==> src/rtl/systolic_mac_array.sv <==
// N x N output-stationary systolic matrix-multiply core: skews A columns / B rows into signed MAC PEs,
// then drains C row-major. Define SYSTOLIC_SATURATE_EN for saturating instead of wrapping accumulation.
module systolic_mac_array #(
  parameter int unsigned N      = 2,
  parameter int unsigned DATA_W = 8,
  parameter int unsigned ACC_W  = 20,
  localparam int unsigned IdxW  = (N * N > 1) ? $clog2(N * N) : 1
) (
  input  logic                clk_i,
  input  logic                rst_ni,
  input  logic                in_valid_i,
  output logic                in_ready_o,
  input  logic                in_last_i,
  input  logic [N*DATA_W-1:0] a_vec_i,
  input  logic [N*DATA_W-1:0] b_vec_i,
  output logic                out_valid_o,
  input  logic                out_ready_i,
  output logic [ACC_W-1:0]    out_data_o,
  output logic [IdxW-1:0]     out_idx_o,
  output logic                busy_o
);

  localparam int unsigned CntW = $clog2(2 * N);

  typedef enum logic [1:0] {StAccum, StFlush, StDrain} state_e;

  state_e          state_q, state_d;
  logic [CntW-1:0] flush_cnt_q, flush_cnt_d;
  logic [IdxW-1:0] idx_q, idx_d;
  logic            clear_acc;
  logic            accept;

  // Skew delay lines: row/column x is tapped after x register stages.
  logic signed [DATA_W-1:0] a_sk_q [N][N];
  logic signed [DATA_W-1:0] b_sk_q [N][N];
  logic                     a_skv_q [N][N];
  logic                     b_skv_q [N][N];
  logic signed [DATA_W-1:0] a_line [N][N];
  logic signed [DATA_W-1:0] b_line [N][N];
  logic                     a_linev [N][N];
  logic                     b_linev [N][N];

  // PE operand registers and their west/north feeds.
  logic signed [DATA_W-1:0] a_q [N][N];
  logic signed [DATA_W-1:0] b_q [N][N];
  logic                     av_q [N][N];
  logic                     bv_q [N][N];
  logic signed [DATA_W-1:0] a_west [N][N];
  logic signed [DATA_W-1:0] b_north [N][N];
  logic                     a_westv [N][N];
  logic                     b_northv [N][N];

  logic signed [ACC_W-1:0]  acc_q [N][N];
  logic signed [ACC_W-1:0]  acc_d [N][N];
  logic signed [ACC_W-1:0]  acc_flat [N*N];

  assign accept      = in_valid_i && (state_q == StAccum);
  assign in_ready_o  = (state_q == StAccum);
  assign out_valid_o = (state_q == StDrain);
  assign busy_o      = (state_q != StAccum);
  assign out_idx_o   = idx_q;
  assign out_data_o  = out_valid_o ? acc_flat[idx_q] : '0;

  always_comb begin
    state_d     = state_q;
    flush_cnt_d = flush_cnt_q;
    idx_d       = idx_q;
    clear_acc   = 1'b0;
    unique case (state_q)
      StAccum: begin
        if (in_valid_i && in_last_i) begin
          state_d     = StFlush;
          flush_cnt_d = '0;
        end
      end
      StFlush: begin
        if (flush_cnt_q == CntW'(2 * N - 2)) begin
          state_d = StDrain;
        end else begin
          flush_cnt_d = flush_cnt_q + 1'b1;
        end
      end
      StDrain: begin
        if (out_ready_i) begin
          if (idx_q == IdxW'(N * N - 1)) begin
            idx_d     = '0;
            state_d   = StAccum;
            clear_acc = 1'b1;
          end else begin
            idx_d = idx_q + 1'b1;
          end
        end
      end
      default: state_d = StAccum;
    endcase
  end

  always_comb begin
    for (int i = 0; i < N; i++) begin
      a_line[i][0]  = accept ? a_vec_i[i*DATA_W +: DATA_W] : '0;
      a_linev[i][0] = accept;
      b_line[i][0]  = accept ? b_vec_i[i*DATA_W +: DATA_W] : '0;
      b_linev[i][0] = accept;
      for (int d = 1; d < N; d++) begin
        a_line[i][d]  = a_sk_q[i][d-1];
        a_linev[i][d] = a_skv_q[i][d-1];
        b_line[i][d]  = b_sk_q[i][d-1];
        b_linev[i][d] = b_skv_q[i][d-1];
      end
    end
    for (int i = 0; i < N; i++) begin
      a_west[i][0]   = a_line[i][i];
      a_westv[i][0]  = a_linev[i][i];
      b_north[0][i]  = b_line[i][i];
      b_northv[0][i] = b_linev[i][i];
      for (int j = 1; j < N; j++) begin
        a_west[i][j]   = a_q[i][j-1];
        a_westv[i][j]  = av_q[i][j-1];
        b_north[j][i]  = b_q[j-1][i];
        b_northv[j][i] = bv_q[j-1][i];
      end
    end
  end

  always_comb begin
    for (int i = 0; i < N; i++) begin
      for (int j = 0; j < N; j++) begin
        logic signed [2*DATA_W-1:0] prod;
        logic signed [ACC_W-1:0]    ext;
        logic signed [ACC_W-1:0]    nxt;
`ifdef SYSTOLIC_SATURATE_EN
        logic signed [ACC_W:0]      sum;
`endif
        prod = (2 * DATA_W)'(a_q[i][j]) * (2 * DATA_W)'(b_q[i][j]);
        ext  = ACC_W'(prod);
`ifdef SYSTOLIC_SATURATE_EN
        sum = (ACC_W + 1)'(acc_q[i][j]) + (ACC_W + 1)'(ext);
        // Sign bits disagree only when the ACC_W-bit result overflowed.
        if (sum[ACC_W] != sum[ACC_W-1]) begin
          nxt = sum[ACC_W] ? {1'b1, {(ACC_W - 1){1'b0}}} : {1'b0, {(ACC_W - 1){1'b1}}};
        end else begin
          nxt = sum[ACC_W-1:0];
        end
`else
        nxt = acc_q[i][j] + ext;
`endif
        acc_d[i][j] = acc_q[i][j];
        if (clear_acc) begin
          acc_d[i][j] = '0;
        end else if (av_q[i][j] && bv_q[i][j]) begin
          acc_d[i][j] = nxt;
        end
        acc_flat[i*N+j] = acc_q[i][j];
      end
    end
  end

  always_ff @(posedge clk_i) begin
    if (!rst_ni) begin
      state_q     <= StAccum;
      flush_cnt_q <= '0;
      idx_q       <= '0;
      for (int i = 0; i < N; i++) begin
        for (int j = 0; j < N; j++) begin
          a_sk_q[i][j]  <= '0;
          b_sk_q[i][j]  <= '0;
          a_skv_q[i][j] <= 1'b0;
          b_skv_q[i][j] <= 1'b0;
          a_q[i][j]     <= '0;
          b_q[i][j]     <= '0;
          av_q[i][j]    <= 1'b0;
          bv_q[i][j]    <= 1'b0;
          acc_q[i][j]   <= '0;
        end
      end
    end else begin
      state_q     <= state_d;
      flush_cnt_q <= flush_cnt_d;
      idx_q       <= idx_d;
      for (int i = 0; i < N; i++) begin
        for (int j = 0; j < N; j++) begin
          a_sk_q[i][j]  <= a_line[i][j];
          b_sk_q[i][j]  <= b_line[i][j];
          a_skv_q[i][j] <= a_linev[i][j];
          b_skv_q[i][j] <= b_linev[i][j];
          a_q[i][j]     <= a_west[i][j];
          b_q[i][j]     <= b_north[i][j];
          av_q[i][j]    <= a_westv[i][j];
          bv_q[i][j]    <= b_northv[i][j];
          acc_q[i][j]   <= acc_d[i][j];
        end
      end
    end
  end

endmodule
==> config.mk <==
export PLATFORM = sky130hd
export DESIGN_NAME = systolic_mac_array
export DESIGN_NICKNAME = d
export VERILOG_FILES = /design/src/rtl/systolic_mac_array.sv
export SDC_FILE = /design/constraint.sdc
export NUM_CORES = 1
export LEC_CHECK = 0
export ABC_AREA = 1
export BUFFER_PORTS_ARGS = -buffer_cell sky130_fd_sc_hd__buf_2
export CORE_MARGIN = 1
export CORE_UTILIZATION = 60
export DETAILED_ROUTE_END_ITERATION = 12
export HOLD_SLACK_MARGIN = 0.08
export PLACE_DENSITY = 0.77
export SYNTH_ARGS = -nofsm -noshare
export SYNTH_HDL_FRONTEND = slang
export SYNTH_SLANG_ARGS = --single-unit
==> constraint.sdc <==
create_clock -name clk_i -period 8.1 [get_ports clk_i]
set_input_delay 1.215 -clock clk_i [delete_from_list [all_inputs] [get_ports clk_i]]
set_output_delay 1.215 -clock clk_i [all_outputs]
set_load 0.05 [all_outputs]
### After elaboration in Yosys (flattened, before gate mapping)

Memories as Yosys holds them, arrays and structs flattened.
Index checks and enable logic that the tools add are counted.

* input bits: 37
* register bits after elaboration: 6
* bits in read-only memories: 0
* latch bits: 0
* memory bits (writable): 224
* output and inout port bits: 25
* memories: 9

* order comparisons: 1
* divide/modulo/power cells: 0
* multiply operators: 4
* muxes and demuxes: 66
* equality and inequality tests: 9
* bitwise operators: 37
* add/sub/neg operators: 6
* shift-type cells: 0
* reduce and logical (&&, ||, !) cells: 12

Memory list
* acc_q: depth 2, width 40, rd ports 2, clocked after Yosys merged registers in 0, write ports 2, line 53 `logic signed [ACC_W-1:0] acc_q [N][N];`
* a_q: depth 2, width 16, rd ports 2, clocked after Yosys merged registers in 0, write ports 2, line 44 `logic signed [DATA_W-1:0] a_q [N][N];`
* a_sk_q: depth 2, width 16, rd ports 2, clocked after Yosys merged registers in 0, write ports 2, line 34 `logic signed [DATA_W-1:0] a_sk_q [N][N];`
* b_q: depth 2, width 16, rd ports 2, clocked after Yosys merged registers in 0, write ports 2, line 45 `logic signed [DATA_W-1:0] b_q [N][N];`
* b_sk_q: depth 2, width 16, rd ports 2, clocked after Yosys merged registers in 0, write ports 2, line 35 `logic signed [DATA_W-1:0] b_sk_q [N][N];`
* a_skv_q: depth 2, width 2, rd ports 2, clocked after Yosys merged registers in 0, write ports 2, line 36 `logic a_skv_q [N][N];`
* 3 more memories

Operators by type and width (number)
* 20-bit 2-to-1 mux: 15
* 8-bit 2-to-1 mux: 20
* 20-bit by 16-bit adder with 20-bit output: 4
* 8-bit by 8-bit multiplier with 16-bit output: 4
* 20-bit binary-select mux with 2-bit select: 1
* 1-bit OR: 36
* 1-bit 2-to-1 mux: 21
* 2-bit 2-to-1 mux: 7
* 2-bit == test (second input constant): 3
* 1-bit logical AND: 6
* 2-bit by 1-bit != test with 1-bit output (second input constant): 3
* 2-bit case mux with 3 select lines: 1
* 2-bit by 1-bit adder with 2-bit output (second input constant): 2
* 2-bit != test (second input constant): 2
* 2-bit case mux with 2 select lines: 1
* 4-bit AND reduction: 1
* 2-bit nonzero test: 2
* 3-bit greater-or-equal comparator (second input constant): 1
* 2-bit inverter with 3-bit output: 1
* 3-bit AND reduction: 1
* 2-bit by 1-bit == test with 1-bit output (second input constant): 1
* 2-bit zero test: 1
* 2-bit AND reduction: 1

### Longest topological paths before layout

Gate-level depths: netlist of run 1.

* depth in word-level cells: 6
* mapped depth: 23
* gate-level depth less buffers: 22

### Least setup slack after synthesis of run 1

Ideal clock, no wire load.

* path kind: register -> register
* start point: memory a_q[1][15] (netlist name)
* end point: memory acc_q[1][38] (netlist name) (data pin)
* clock period less this slack: 4661 ps
* buffers on the path: 1
* setup time: 255 ps
* arrival: 4406 ps
* data required time: 7845 ps
* slack: 3439 ps
* cell stages (with the launch flop): 16
* cells stage by stage: dfxtp_1 clkbuf_1 nand2_1 inv_1 fa_1 fa_1 fa_1 fa_1 ha_1 ha_1 nand2_1 or2_2 nand3_1 nand3_1 a21oi_1 nor2_1

RTL lines (line)
* start: declaration: 44
* end: declaration: 53

==> impl_metrics.csv, run 1 <==
group,metric,value,unit
floorplanning,die_x,189.6,µm
sta,fmax,0.1946,GHz
floorplanning,io_pins,62,
clocking,cts_max_path_buffers,2,
yosys,yosys.area.top_type,"fa_1",
layout,diodes,0,
yosys,syn_nets,3139,
sta,hold_viol,0,
drt,wl_per_cell,16.86,µm
job,cap_violations,0,
clocking,clock-root-buffer,"clkbuf_16",
run_status,status,"complete, no violations",
grt,grtUsageTotal,30.31,%
worst_hold_path,hold_path.class,"register to register",
worst_hold_path,min_from,"b_sk_q[1][15]$_SDFF_PN0_",
sta,whs,0.4102,ns
floorplanning,design.core.area,0.03454,mm²
layout,final_common_cell,"inv_1",
floorplanning,initial_core_util,61.10,%
yosys,synth_top_cell_area_share,33.39,%
sta,finalSetupTns,0,ns
drt,totalWireLength,50920,µm
grt,grt_max_degree,55,
yosys,synth_seq_cells,172,
clocking,cts_hold_buffers,0,
setup_path,start_kind,"register",
drt,dr.pass1.iters,5,
clocking,cts_tree,"yes",
sta,finalCriticalPeriod,5.139,ns
layout,fill_cells,2915,
layout,drive_gt1_share,4.404,%
setup_path,crit_fanout,12,
power_and_ir_drop,ir_drop,161.7,µV
yosys,synth_cell_type_count,35,
drt,vias,16180,
worst_hold_path,hold-path-cell-count,2,
layout,syn_to_final_growth,5.252,%
setup_path,worst-setup-path-type,"register to register",
sta,fin_ws,2.961,ns
setup_path,end_kind,"register",
floorplanning,die_h,189.6,µm
yosys,postSynthCellCount,2564,
sta,slew_viol_final,0,
layout,layout_common_cells,"inv_1 (671), nand2_1 (499), fa_1 (352), nor2_1 (192), ha_1 (186)",
sta,rsz0062_at_grt,"no",
place,place_ws,3.023,ns
clocking,cts_resized,0,
power_and_ir_drop,p_leak,13.13,nW
setup_path,reg2reg_slack,2.96,ns
floorplanning,placementRows,68,
power_and_ir_drop,power_density,108.6,mW/mm²
yosys,synthTopCellsByArea,"fa_1 (33%), inv_1 (12%), ha_1 (11%)",
yosys,ys_seq_area_share,19.16,%
layout,seqCellArea,0.004045,mm²
grt,grt_pass1_wl,84070,µm
sta,tightestPinTransition,1.116,ns
place,dpl.hpwl,42210,µm
layout,nets,3128,
drt,drt_iter0_markers,1172,
grt,antenna_found_initial,0,
yosys,avgSynthCellArea,8.232,µm²
clocking,clock-sinks,172,
worst_hold_path,hold_end,"b_q[0][7]$_SDFF_PN0_",
setup_path,rr_worst_depth,14,
floorplanning,die_area,0.03593,mm²
clocking,cts_inserted_buffers,17,
place,io_buffers,61,
place,gp_congestion,0.9931,
sta,finClkSkew,0.01507,ns
clocking,insertion_delay,0.46,ns
layout,multiInputGateArea,0.01415,mm²
drt,drc_errors,0,
yosys,syn_area,0.02111,mm²
drt,post_drt_via_cell_ratio,5.355,
sta,max_slew_margin,25.30,%
sta,min_period_over_period,63.44,%
drt,drtAntennaViolNets,0,
setup_path,r2r_start,"a_q[0][7]$_SDFF_PN0_",
clocking,post-cts-setup-buffer-count,0,
grt,overflow,0,
setup_path,crit_arrival,5.35,ns
setup_path,rr_endpoint,"acc_q[0][15]$_SDFFCE_PP0P_",
clocking,clk_pin_slew,0.07,ns
grt,grt_pass1_vias,16880,
sta,setup_violations,0,
clocking,htree_num_levels,4,
power_and_ir_drop,total_power,2.413,mW
setup_path,crit_required,8.31,ns
yosys,yosys_warnings,0,
[kinds of logic (layout without fill, tap and decap cells)]
family	after synthesis	in the layout	synth area share [%]
multiplexers	1	1	0.04743
adder cells (fa/ha/maj)	538	538	44.41
buffers and inverters	773	775	13.81
XOR/XNOR	22	22	0.9129
flip-flops	172	172	19.16
AO/OA/AOI/OAI	262	262	6.711
AND/OR/NAND/NOR	796	796	14.95
[how the worst max path moves through the flow]
stage                                from                    endpoint  slack (ns)  cells past startpoint
floorplan           a_q[1][15]$_SDFF_PN0_  acc_q[1][38]$_SDFFCE_PP0P_        3.44                     15
CTS                  b_q[1][0]$_SDFF_PN0_   acc_q[1][13]$_SDFFE_PP0P_        3.01                     20
global placement     a_q[1][7]$_SDFF_PN0_   acc_q[1][13]$_SDFFE_PP0P_        3.09                     20
finish               a_q[0][7]$_SDFF_PN0_  acc_q[0][15]$_SDFFCE_PP0P_        2.96                     14
global route         a_q[0][7]$_SDFF_PN0_  acc_q[0][14]$_SDFFCE_PP0P_        2.64                     15
detailed placement   b_q[0][0]$_SDFF_PN0_  acc_q[0][19]$_SDFFCE_PP0P_        3.02                     17
[worst max-delay path, stage by stage, from the launching register on]
cell and delay [ns]:
dfxtp_1 0.50, nand2_1 0.15, inv_1 0.56, fa_1 0.56
fa_1 0.51, fa_1 0.57, fa_1 0.42, ha_1 0.31
ha_1 0.36, a21oi_1 0.25, nor2_1 0.09, o21ai_0 0.20
nand3b_1 0.15, o21ai_0 0.17, a21oi_1 0.08
[registers in the layout (all words and copies together) (netlist names)]
signal,flops
acc_q,80
a_q,32
b_q,32
a_sk_q,8
b_sk_q,8
av_q,3
bv_q,2
flush_cnt_q,2
out_idx_o,2
state_q,2
b_skv_q,1
[per-stage QoR]
stage	area (µm²)	std cells	util [%]
final	22220	3021	64.31
after global routing	22220	3021	64.31
after CTS	22220	3021	64.31
after detailed placement	21650	2989	62.68
after global placement	21650	2989	62.68
after floorplan	21110	2564	-
[per-layer routing]
layer | up-vias | GRT usage [%] | part of all wire (%)
met5 | - | 0 | 0
met4 | 0 | 9.553 | 2.7
met3 | 93 | 5.589 | 8.1
met2 | 620 | 49.93 | 47
met1 | 7898 | 40.69 | 42
li1 | 7566 | - | -
[cells in the mapped netlist]
master and n:
o21bai_1 5, nand3b_1 2, buf_2 10, clkinv_1 3
dfxtp_1 112, xnor2_1 14, ha_1 186, or2_1 1
nand2_1 500, edfxtp_1 60, nor2_4 1, o21a_1 4
inv_1 671, nor2_2 1, o211ai_1 15, a21o_1 7
fa_1 352, a31oi_1 1, nor2_1 192, o21ai_0 79
nand4_1 9, a21oi_4 1, o21ai_2 1, o2111ai_1 1
or2_2 9, a21oi_1 145, clkbuf_1 87, nand3_1 75
and2_1 1, xor2_1 8, mux2i_1 1, a22oi_1 1
inv_2 2, a211oi_1 2, nor3_1 5
[final cells by class]
type / instances / area share, %
Clock buffer: 22 / 2.191
Clock inverter: 10 / 0.3379
Inverter: 676 / 11.42
Multi-Input combinational cell: 1619 / 63.70
Sequential cell: 172 / 18.21
Tap cell: 455 / 2.563
Timing Repair Buffer: 67 / 1.577
[where the power goes]
group | internal [mW] | switching, mW
Combinational | 0.215 | 0.359
Sequential | 0.955 | 0.0716
Clock | 0.434 | 0.379
Total | 1.60 | 0.810
Power figures use the tool's default switching activity.
==> inputs of run 2 (changes only) <==
==> constraint.sdc (replaced) <==
create_clock -name clk_i -period 4.85 [get_ports clk_i]
set_input_delay 0.7275 -clock clk_i [delete_from_list [all_inputs] [get_ports clk_i]]
set_output_delay 0.7275 -clock clk_i [all_outputs]
set_load 0.05 [all_outputs]
==> run 2 against run 1 <==
  * Sequential share of layout area decreased by 0.37 points
  * Count of clock-buffer cells in the layout increased by 1
  * First-iteration DRC count increased by 9.3%
  * Register-to-register slack got worse by 2.7 ns
  * Routed wire length increased by 2.6%
  * Total power increased by 73%
  * Clock skew decreased by 0.0011 ns
  * Non-clock buffer count increased by 55
  * Clock power increased by 77%
  * Maximum frequency increased by 11%
  * Critical path type unchanged
  * Combinational power increased by 78%
  * Worst setup slack got worse by 2.7 ns
==> impl_metrics.csv, run 2 (same netlist as run 1, synthesis figures left out) <==
group,metric,value,unit
power_and_ir_drop,swShare,33.61,%
layout,fill_cells,2879,
setup_path,worst-setup-path-type,"register to register",
setup_path,crit_fanout,12,
sta,finalCriticalPeriod,4.633,ns
grt,gr-usage-met3,6.124,%
sta,max_slew_margin,25.39,%
power_and_ir_drop,total_power,4.163,mW
clocking,htree_num_levels,4,
power_and_ir_drop,pwr-share-seq,40.9,%
clocking,clock-root-buffer,"clkbuf_16",
drt,drt_iter0_markers,1281,
setup_path,crit_arrival,4.84,ns
setup_path,crit_required,5.05,ns
sta,finClkSkew,0.01400,ns
clocking,insertion_delay,0.45,ns
layout,reg_top3,"acc_q x80, a_q x32, b_q x32",
drt,totalWireLength,52260,µm
layout,nets,3183,
power_and_ir_drop,power_density,181.8,mW/mm²
floorplanning,die_area,0.03593,mm²
layout,diodes,0,
setup_path,rr_worst_depth,16,
layout,layout_common_cells,"inv_1 (667), nand2_1 (499), fa_1 (348), nor2_1 (188), ha_1 (179)",
grt,use_met1,42.35,%
sta,slew_viol_final,0,
power_and_ir_drop,p_comb_share,24.6,%
floorplanning,initial_core_util,61.10,%
layout,top_register,"acc_q",
setup_path,end_kind,"register",
grt,antenna_found_initial,1,
layout,final_common_cell,"inv_1",
place,gp_congestion,0.9741,
worst_hold_path,hold_path.class,"register to register",
power_and_ir_drop,p_int,2.764,mW
floorplanning,design.core.area,0.03454,mm²
sta,hold_viol,0,
drt,drc_errors,0,
sta,rsz0062_at_grt,"no",
power_and_ir_drop,p_sw,1.399,mW
grt,use_met2,50.06,%
clocking,cts_max_path_buffers,2,
sta,tightestPinTransition,1.115,ns
grt,overflow,0,
place,dpl.hpwl,43650,µm
grt,grtUsageTotal,31.41,%
drt,drtAntennaViolNets,0,
sta,fmax,0.2158,GHz
clocking,clk_pin_slew,0.07,ns
grt,grt_pass1_wl,87100,µm
floorplanning,die_x,189.6,µm
worst_hold_path,hold-path-cell-count,2,
sta,min_period_over_period,95.53,%
power_and_ir_drop,ir_drop,297.0,µV
floorplanning,placementRows,68,
sta,setup_violations,0,
sta,whs,0.4137,ns
power_and_ir_drop,p_leak,13.46,nW
clocking,cts_inserted_buffers,17,
floorplanning,io_pins,62,
grt,grt_max_degree,54,
sta,finalSetupTns,0,ns
setup_path,start_kind,"register",
layout,drive_gt1_share,8.585,%
grt,grt_most_used_layer,"met2",
drt,dr.pass1.iters,7,
clocking,cts_tree,"yes",
drt,vias,16330,
job,cap_violations,0,
place,placedInstanceArea,0.02212,mm²
clocking,clock-sinks,172,
run_status,status,"complete, no violations",
place,io_buffers,61,
floorplanning,die_h,189.6,µm
layout,syn_to_final_growth,8.489,%
power_and_ir_drop,power_frac_clock,34.5,%
drt,wl_per_cell,16.99,µm
layout,largest_register_ffs,80,
drt,post_drt_via_cell_ratio,5.308,
grt,grt_pass1_vias,17190,
layout,final_cell_area,0.02290,mm²
[run 2: changes by cell type in the layout (fill, tap and decap cells not counted), sizes merged]
cell      change
clkinv        -1
clkinvlp      +2
inv           -2
clkbuf        +1
buf          +55
[run 2: critical path, cell delays in order (launching register included)]
cell     delay [ns]
dfxtp_1        0.42
nand2_1        0.12
inv_1          0.11
buf_12         0.16
fa_1           0.45
fa_1           0.52
fa_1           0.59
fa_1           0.44
ha_1           0.32
ha_1           0.36
a21o_1         0.24
a21oi_1        0.20
nand2_1        0.13
nand2_1        0.08
nand2_1        0.07
a21oi_1        0.12
nor2_1         0.07
[run 2: metal layers]
metal,vias to the layer above,share of wire [%]
met5,-,0.034
met4,2,3.6
met3,113,8.2
met2,651,46
met1,7877,42
li1,7684,-
[run 2: metrics by stage]
stage | instances | util, % | setup slack [ns]
4_1_cts | 3071 | 65.78 | 0.07695
5_1_grt | 3076 | 66.29 | 0.0006843
3_3_place_gp | 3039 | 64.02 | 0.09317
6_report | 3076 | 66.29 | 0.2167
2_1_floorplan | 2564 | - | 0.1891
3_5_place_dp | 3039 | 64.02 | -0.01255
[run 2: what timing repair did]
action / in CTS / in global routing
buffers inserted: 0 / 5
pin swaps: 0 / 2
setup endpoints to repair: 1 / 33
resized for setup: 2 / 61
hold endpoints to repair: 0 / 0
hold buffers: 0 / 0
[run 2: cell type report]
| cell class | instances | area, µm² | area share, % |
|---|---|---|---|
| Sequential cell | 172 | 4084 | 17.84 |
| Tap cell | 455 | 569.3 | 2.486 |
| Inverter | 676 | 2541 | 11.10 |
| Multi-Input combinational cell | 1619 | 14250 | 62.22 |
| Timing Repair Buffer | 122 | 854.6 | 3.732 |
| Clock buffer | 23 | 531.8 | 2.322 |
| Clock inverter | 9 | 71.32 | 0.3115 |
[run 2: power by group through the flow]
stage	logic (mW)	registers [mW]	clock network, mW
2_1_floorplan	0.737	1.66	0
3_3_place_gp	0.946	1.73	0
3_5_place_dp	0.984	1.73	0
4_1_cts	1.00	1.70	1.44
5_1_grt	1.18	1.71	1.50
6_report	1.02	1.70	1.44
[run 2: final timing paths]
| kind | startpoint | to | slack, ns |
|---|---|---|---|
| max | b_q[0][8]$_SDFF_PN0_ | acc_q[0][39]$_SDFFCE_PP0P_ | 0.22 |
| min | b_sk_q[1][9]$_SDFF_PN0_ | b_q[0][1]$_SDFF_PN0_ | 0.41 |
| max reg2reg | b_q[0][8]$_SDFF_PN0_ | acc_q[0][39]$_SDFFCE_PP0P_ | 0.22 |
| min reg2reg | b_sk_q[1][9]$_SDFF_PN0_ | b_q[0][1]$_SDFF_PN0_ | 0.41 |
